[config.mk]
export PLATFORM = sky130hd
export DESIGN_NAME = alu_mul_sequencer
export DESIGN_NICKNAME = d
export VERILOG_FILES = /design/src/rtl/alu_mul_sequencer.sv
export SDC_FILE = /design/constraint.sdc
export NUM_CORES = 1
export LEC_CHECK = 0
export CORE_MARGIN = 3
export CORE_UTILIZATION = 32
export CTS_CLUSTER_DIAMETER = 200
export DETAILED_ROUTE_END_ITERATION = 8
export GPL_TIMING_DRIVEN = 0
export SLEW_MARGIN = 20
export SYNTH_ARGS = -nofsm -noshare
export SYNTH_HDL_FRONTEND = slang
export SYNTH_SLANG_ARGS = --single-unit
[constraint.sdc]
create_clock -name clk -period 2.6 [get_ports clk]
set_clock_uncertainty 0.2 [all_clocks]
set_input_delay 0.65 -clock clk [delete_from_list [all_inputs] [get_ports clk]]
set_output_delay 0.65 -clock clk [all_outputs]
set_load 0.01 [all_outputs]
[src/rtl/alu_mul_sequencer.sv]
// alu_mul_sequencer
// Multi-cycle shift-and-add multiplier that borrows the EX-stage ALU.
// In IDLE the EX operands and mode pass straight through to the ALU; during
// a multiply the ALU is driven with ADD steps and busy stalls the pipeline.
// The low 32 bits of the product are returned (same for signed/unsigned).
//
// Optional feature macro: MUL_EARLY_TERM_EN
//   defined   -> RUN stops once the remaining multiplier bits are all zero,
//                and a zero multiplier skips RUN entirely.
//   undefined -> always 32 RUN iterations.
//
// ALU mode codes normally come from param.v; fallback values are provided
// here so the block also builds stand-alone.

`ifndef NOP_ALU
`define NOP_ALU 4'd0
`endif
`ifndef ADD
`define ADD 4'd1
`endif
`ifndef SUB
`define SUB 4'd2
`endif

module alu_mul_sequencer (
  input  logic        clk,
  input  logic        rst_n,
  input  logic [31:0] ex_operandA,
  input  logic [31:0] ex_operandB,
  input  logic [3:0]  ex_ALU_mode,
  input  logic        mul_start,
  input  logic [31:0] mul_a,
  input  logic [31:0] mul_b,
  output logic [31:0] alu_operandA,
  output logic [31:0] alu_operandB,
  output logic [3:0]  alu_mode,
  input  logic [31:0] alu_result,
  output logic        busy,
  output logic        mul_done,
  output logic [31:0] mul_result
);

  typedef enum logic [1:0] {
    S_IDLE = 2'd0,
    S_RUN  = 2'd1,
    S_DONE = 2'd2
  } state_t;

  state_t      state_reg;
  logic [31:0] acc_reg;
  logic [31:0] mcand_reg;
  logic [31:0] mplier_reg;
  logic [4:0]  count_reg;
  logic        busy_reg;
  logic        mul_done_reg;
  logic [31:0] mul_result_reg;

  logic [31:0] mplier_shifted;
  logic        last_iter;
  logic        skip_run;

  assign mplier_shifted = mplier_reg >> 1;

`ifdef MUL_EARLY_TERM_EN
  // Stop as soon as no set multiplier bits remain; a zero multiplier never runs.
  assign last_iter = (count_reg == 5'd31) || (mplier_shifted == 32'd0);
  assign skip_run  = (mul_b == 32'd0);
`else
  assign last_iter = (count_reg == 5'd31);
  assign skip_run  = 1'b0;
`endif

  assign busy       = busy_reg;
  assign mul_done   = mul_done_reg;
  assign mul_result = mul_result_reg;

  // ALU port steering: pass-through in IDLE, ADD steps in RUN, NOP in DONE
  always_comb begin
    alu_operandA = ex_operandA;
    alu_operandB = ex_operandB;
    alu_mode     = ex_ALU_mode;
    case (state_reg)
      S_RUN: begin
        alu_operandA = acc_reg;
        alu_operandB = mplier_reg[0] ? mcand_reg : 32'd0;
        alu_mode     = `ADD;
      end
      S_DONE: begin
        alu_operandA = 32'd0;
        alu_operandB = 32'd0;
        alu_mode     = `NOP_ALU;
      end
      default: begin
      end
    endcase
  end

  // Sequencer FSM with datapath registers and registered status outputs
  always_ff @(posedge clk) begin
    if (!rst_n) begin
      state_reg      <= S_IDLE;
      acc_reg        <= 32'd0;
      mcand_reg      <= 32'd0;
      mplier_reg     <= 32'd0;
      count_reg      <= 5'd0;
      busy_reg       <= 1'b0;
      mul_done_reg   <= 1'b0;
      mul_result_reg <= 32'd0;
    end else begin
      mul_done_reg <= 1'b0;
      case (state_reg)
        S_IDLE: begin
          if (mul_start) begin
            mcand_reg  <= mul_a;
            mplier_reg <= mul_b;
            acc_reg    <= 32'd0;
            count_reg  <= 5'd0;
            busy_reg   <= 1'b1;
            if (skip_run) begin
              // Zero multiplier: product is zero, report it next cycle.
              state_reg      <= S_DONE;
              mul_done_reg   <= 1'b1;
              mul_result_reg <= 32'd0;
            end else begin
              state_reg <= S_RUN;
            end
          end
        end
        S_RUN: begin
          acc_reg    <= alu_result;
          mcand_reg  <= mcand_reg << 1;
          mplier_reg <= mplier_shifted;
          count_reg  <= count_reg + 5'd1;
          if (last_iter) begin
            // The final sum is captured on entry to DONE so mul_result is
            // already valid in the cycle mul_done is high.
            state_reg      <= S_DONE;
            mul_done_reg   <= 1'b1;
            mul_result_reg <= alu_result;
          end
        end
        S_DONE: begin
          state_reg <= S_IDLE;
          busy_reg  <= 1'b0;
        end
        default: begin
          state_reg <= S_IDLE;
          busy_reg  <= 1'b0;
        end
      endcase
    end
  end

endmodule

==> qor.log <==
[outcome] run status complete, but fails checks
[outcome] violated checks setup timing
[cells_and_area] growth of design area from synthesis to finish 60.6%
[power] Total Power Consumption 6.37 mW
[routing] violation count after the first detailed-route iteration 240
[yosys] number of distinct library cells after synthesis 33
[cts] clock tree root driver cell clkbuf_16
[job] max capacitance violation total 0
[power] Internal 4.47 mW
[worst_setup_path] critical path's largest stage delay 0.35 ns
[cells_and_area] Post-Layout Cell Count 1396
[worst_setup_path] WS Path Type flip-flop to output pin
[cts] CTS buffer count 17
[die] Starting Density 33.0%
[yosys] synth warn 0
[sta] final setup TNS -8.15 ns
[placement] count of buffers inserted at the top-level ports 268
[global_routing] number of antenna violations at the first check in global routing 1
[cells_and_area] fraction of layout cells with a size suffix above 1 27.3%
[cts] clock insertion delay at the later pin of the skew report 0.42 ns
[yosys] Syn Nets 978
[cts] total clock sinks 137
[yosys] share of synthesized area occupied by flip-flops and latches 40.4%
[power] net switching power of the design 1.90 mW
[power] part of the power in the clock network 39.0%
[yosys] largest area contributor in the synthesized netlist dfxtp_1
[sta] post-route worst setup slack -0.226 ns
[placement] Placed Instance Area 9810 um2
[cts] clock tree from TritonCTS yes
[worst_setup_path] biggest fanout along the worst timing path 5
[die] Placeable Area 20600 um2
[yosys] number of storage elements in the synthesis netlist 137
[worst_setup_path] kind of end point of the critical path output pin
[power] sequential group share of total power 36.9%
[min_path] type of the tightest min-delay check flip-flop to flip-flop
[worst_setup_path] buffers and inverters on the worst path 5
[yosys] portion of synthesized cell area occupied by the leading cell type 40.4%
[sta] min Tclk post-route 2.83 ns
[placement] DPL Wire Length 18.0 mm
[worst_setup_path] crit path DAT 1.98 ns
[cells_and_area] post-route cell area 10900 um2
[power] Static Leak 4.32 nW
[sta] number of max-slew violations in the final report 0
[sta] maximum clock frequency 0.354 GHz
[routing] average wire per standard cell 17.7 um
[cts] clock-pin slew reported for the worst setup and hold paths after clock tree synthesis 0.06 ns
[cells_and_area] count of nets after finishing 1284
[yosys] Mapped Avg Cell Area 8.41 um2
[sta] Finish-stage setup viols 61
[routing] total number of vias 6783
[worst_setup_path] chain of cells forming the critical path inv_4 > ha_4 > buf_6 > and3_4 > buf_12 > buf_8 > nand2_2 > o21ai_1 > buf_2
[yosys] top cells by area, synth dfxtp_1 40%, a211oi_2 11%, mux2i_1 9.1%
[cts] number of levels in the clock H-tree 4
[routing] final WL 24.7 mm
[power] switching power as a share of total power 29.9%
[sta] final hold vios 0
[sta] crit share post-route 109%
[sta] setup repair after global routing missed its margin yes
[die] Top-Level Pins 269
[die] Die X 152 um
[placement] cell total after placement 1345
[routing] Post-route DRC 0
[placement] worst setup slack before clock tree synthesis -0.665 ns
[sta] worst slack on hold paths 0.253 ns
[sta] Worst Max-Slew Pin Slew 0.811 ns
[cells_and_area] final antenna diode count 0
[die] Row Count 52
[cells_and_area] number of fill cells in the layout 1934
[global_routing] largest net degree at the start of global routing 20
[power] combinational cell fraction of total power 24.1%
[yosys] mapped cell area 6790 um2
[power] power density over cell area 584 nW/um2
[cells_and_area] post-route core utilization 53.0%
[global_routing] vias in the first global route 6742
[sta] worst relative slew slack 45.9%
[die] die area 23000 um2
[cts] # hold bufs at CTS 0
[placement] final RePlAce weighted congestion 0.785
[global_routing] overflow left after global routing 0
[routing] number of nets with antenna violations after routing 0
[cells_and_area] Register Area 2750 um2
[power] peak supply drop 0.452 mV
[routing] detail-routed via count per cell 4.86
[die] height of the die 152 um
[global_routing] first-pass GRT wire length 37.4 mm
[worst_setup_path] CP Launch Type flip-flop
[cells_and_area] multi-input logic area 3750 um2
[worst_setup_path] Req. time, crit path 1.75 ns
[worst_setup_path] master of the slowest instance on the critical path dfxtp_2
[yosys] Cells after Synth 807
[worst_setup_path] CP delay by family, top buffers and inverters
[global_routing] Tot GR Track Use 21.0%
[cts] number of buffers on the longest clock path 2
[routing] Detailed Routing Iterations Pass 1 4
==> tightest hold or removal path, stage by stage (launching register included) <==
cell and delay (ns):
dfxtp_1 0.31, nand2_1 0.05, a21oi_1 0.05
==> layer usage <==
metal  up-vias  GRT usage, %  routed length, um
met2       162          35.2              12200
met5         -             0                 13
met1      3217          27.6              10700
met3        18          4.91               1490
met4         2          4.40                209
li1       3384             -                  -
==> path summary, 6_finish.rpt <==
| check | startpoint | end | slack [ns] | cells past startpoint |
|---|---|---|---|---|
| setup / recovery | state_reg[1]$_SDFFE_PN0P_ | alu_operandB[29] | -0.23 | 9 |
| hold / removal | mul_result[19]$_SDFFE_PN0P_ | mul_result[19]$_SDFFE_PN0P_ | 0.25 | 2 |
| setup reg to reg | count_reg[0]$_SDFFE_PN0P_ | mul_result[30]$_SDFFE_PN0P_ | 0.38 | 7 |
| hold reg to reg | mul_result[19]$_SDFFE_PN0P_ | mul_result[19]$_SDFFE_PN0P_ | 0.25 | 2 |
==> placed cells by master (no fill, tap or decap), drive strengths merged, types with 3 or more instances in the layout <==
cell type	n
o21ai	68
nand3	34
nor2b	6
clkinvlp	3
inv	74
dfxtp	137
and3b	3
buf	123
ha	4
clkdlybuf4s15	6
clkbuf	49
clkinv	4
a32oi	34
a21oi	39
clkdlybuf4s50	200
nor2	98
mux2i	63
nand2	100
a211oi	63
==> synthesized netlist by cell type (all sizes together) <==
| cell | instances |
|---|---|
| a311o | 1 |
| nand2 | 100 |
| a32oi | 34 |
| nand3b | 2 |
| buf | 40 |
| nand2b | 1 |
| and3 | 2 |
| and3b | 3 |
| ha | 4 |
| a2111o | 1 |
| nor2 | 98 |
| mux2 | 2 |
| a21oi | 39 |
| nor3 | 2 |
| o21ai | 68 |
| nand3 | 34 |
| nor2b | 6 |
| a211oi | 63 |
| mux2i | 63 |
| dfxtp | 137 |
| clkbuf | 34 |
| a31oi | 1 |
| inv | 69 |
| nor3b | 1 |
| and2 | 2 |
==> power by group through the flow <==
| stage | clock network (mW) | logic [mW] | registers (mW) |
|---|---|---|---|
| floorplan | 0 | 0.788 | 2.35 |
| global placement | 0 | 1.44 | 2.38 |
| detailed placement | 0 | 1.45 | 2.38 |
| CTS | 2.52 | 1.52 | 2.35 |
| global route | 2.62 | 1.66 | 2.37 |
| finish | 2.48 | 1.53 | 2.35 |
==> cells by family (layout without fill, tap and decap cells) <==
kind of cell    Yosys count  after routing  share of synthesized area (%)
compound gates          207            207                           24.1
fa+ha+maj                 4              4                          0.737
buf+inv                 143            462                           9.60
flops                   137            137                           40.4
mux                      65             65                           9.86
simple gates            251            251                           15.3
==> area by class of cell <==
| type | instances | area share [%] |
|---|---|---|
| timing repair buffer | 292 | 24.6 |
| buffer | 69 | 4.75 |
| multi-input combinational | 527 | 34.4 |
| inverter | 69 | 2.42 |
| clock buffer | 18 | 4.03 |
| sequential | 137 | 25.2 |
| clock inverter | 14 | 1.50 |
| tap | 270 | 3.10 |
==> repair_timing <==
| item | CTS | global route |
|---|---|---|
| gates cloned | 6 | 0 |
| gates resized for setup | 459 | 42 |
| endpoints found under the setup margin | 68 | 67 |
| setup buffers | 11 | 8 |
| pin swaps | 10 | 5 |
No activity file was read; power rests on OpenSTA's default activity.
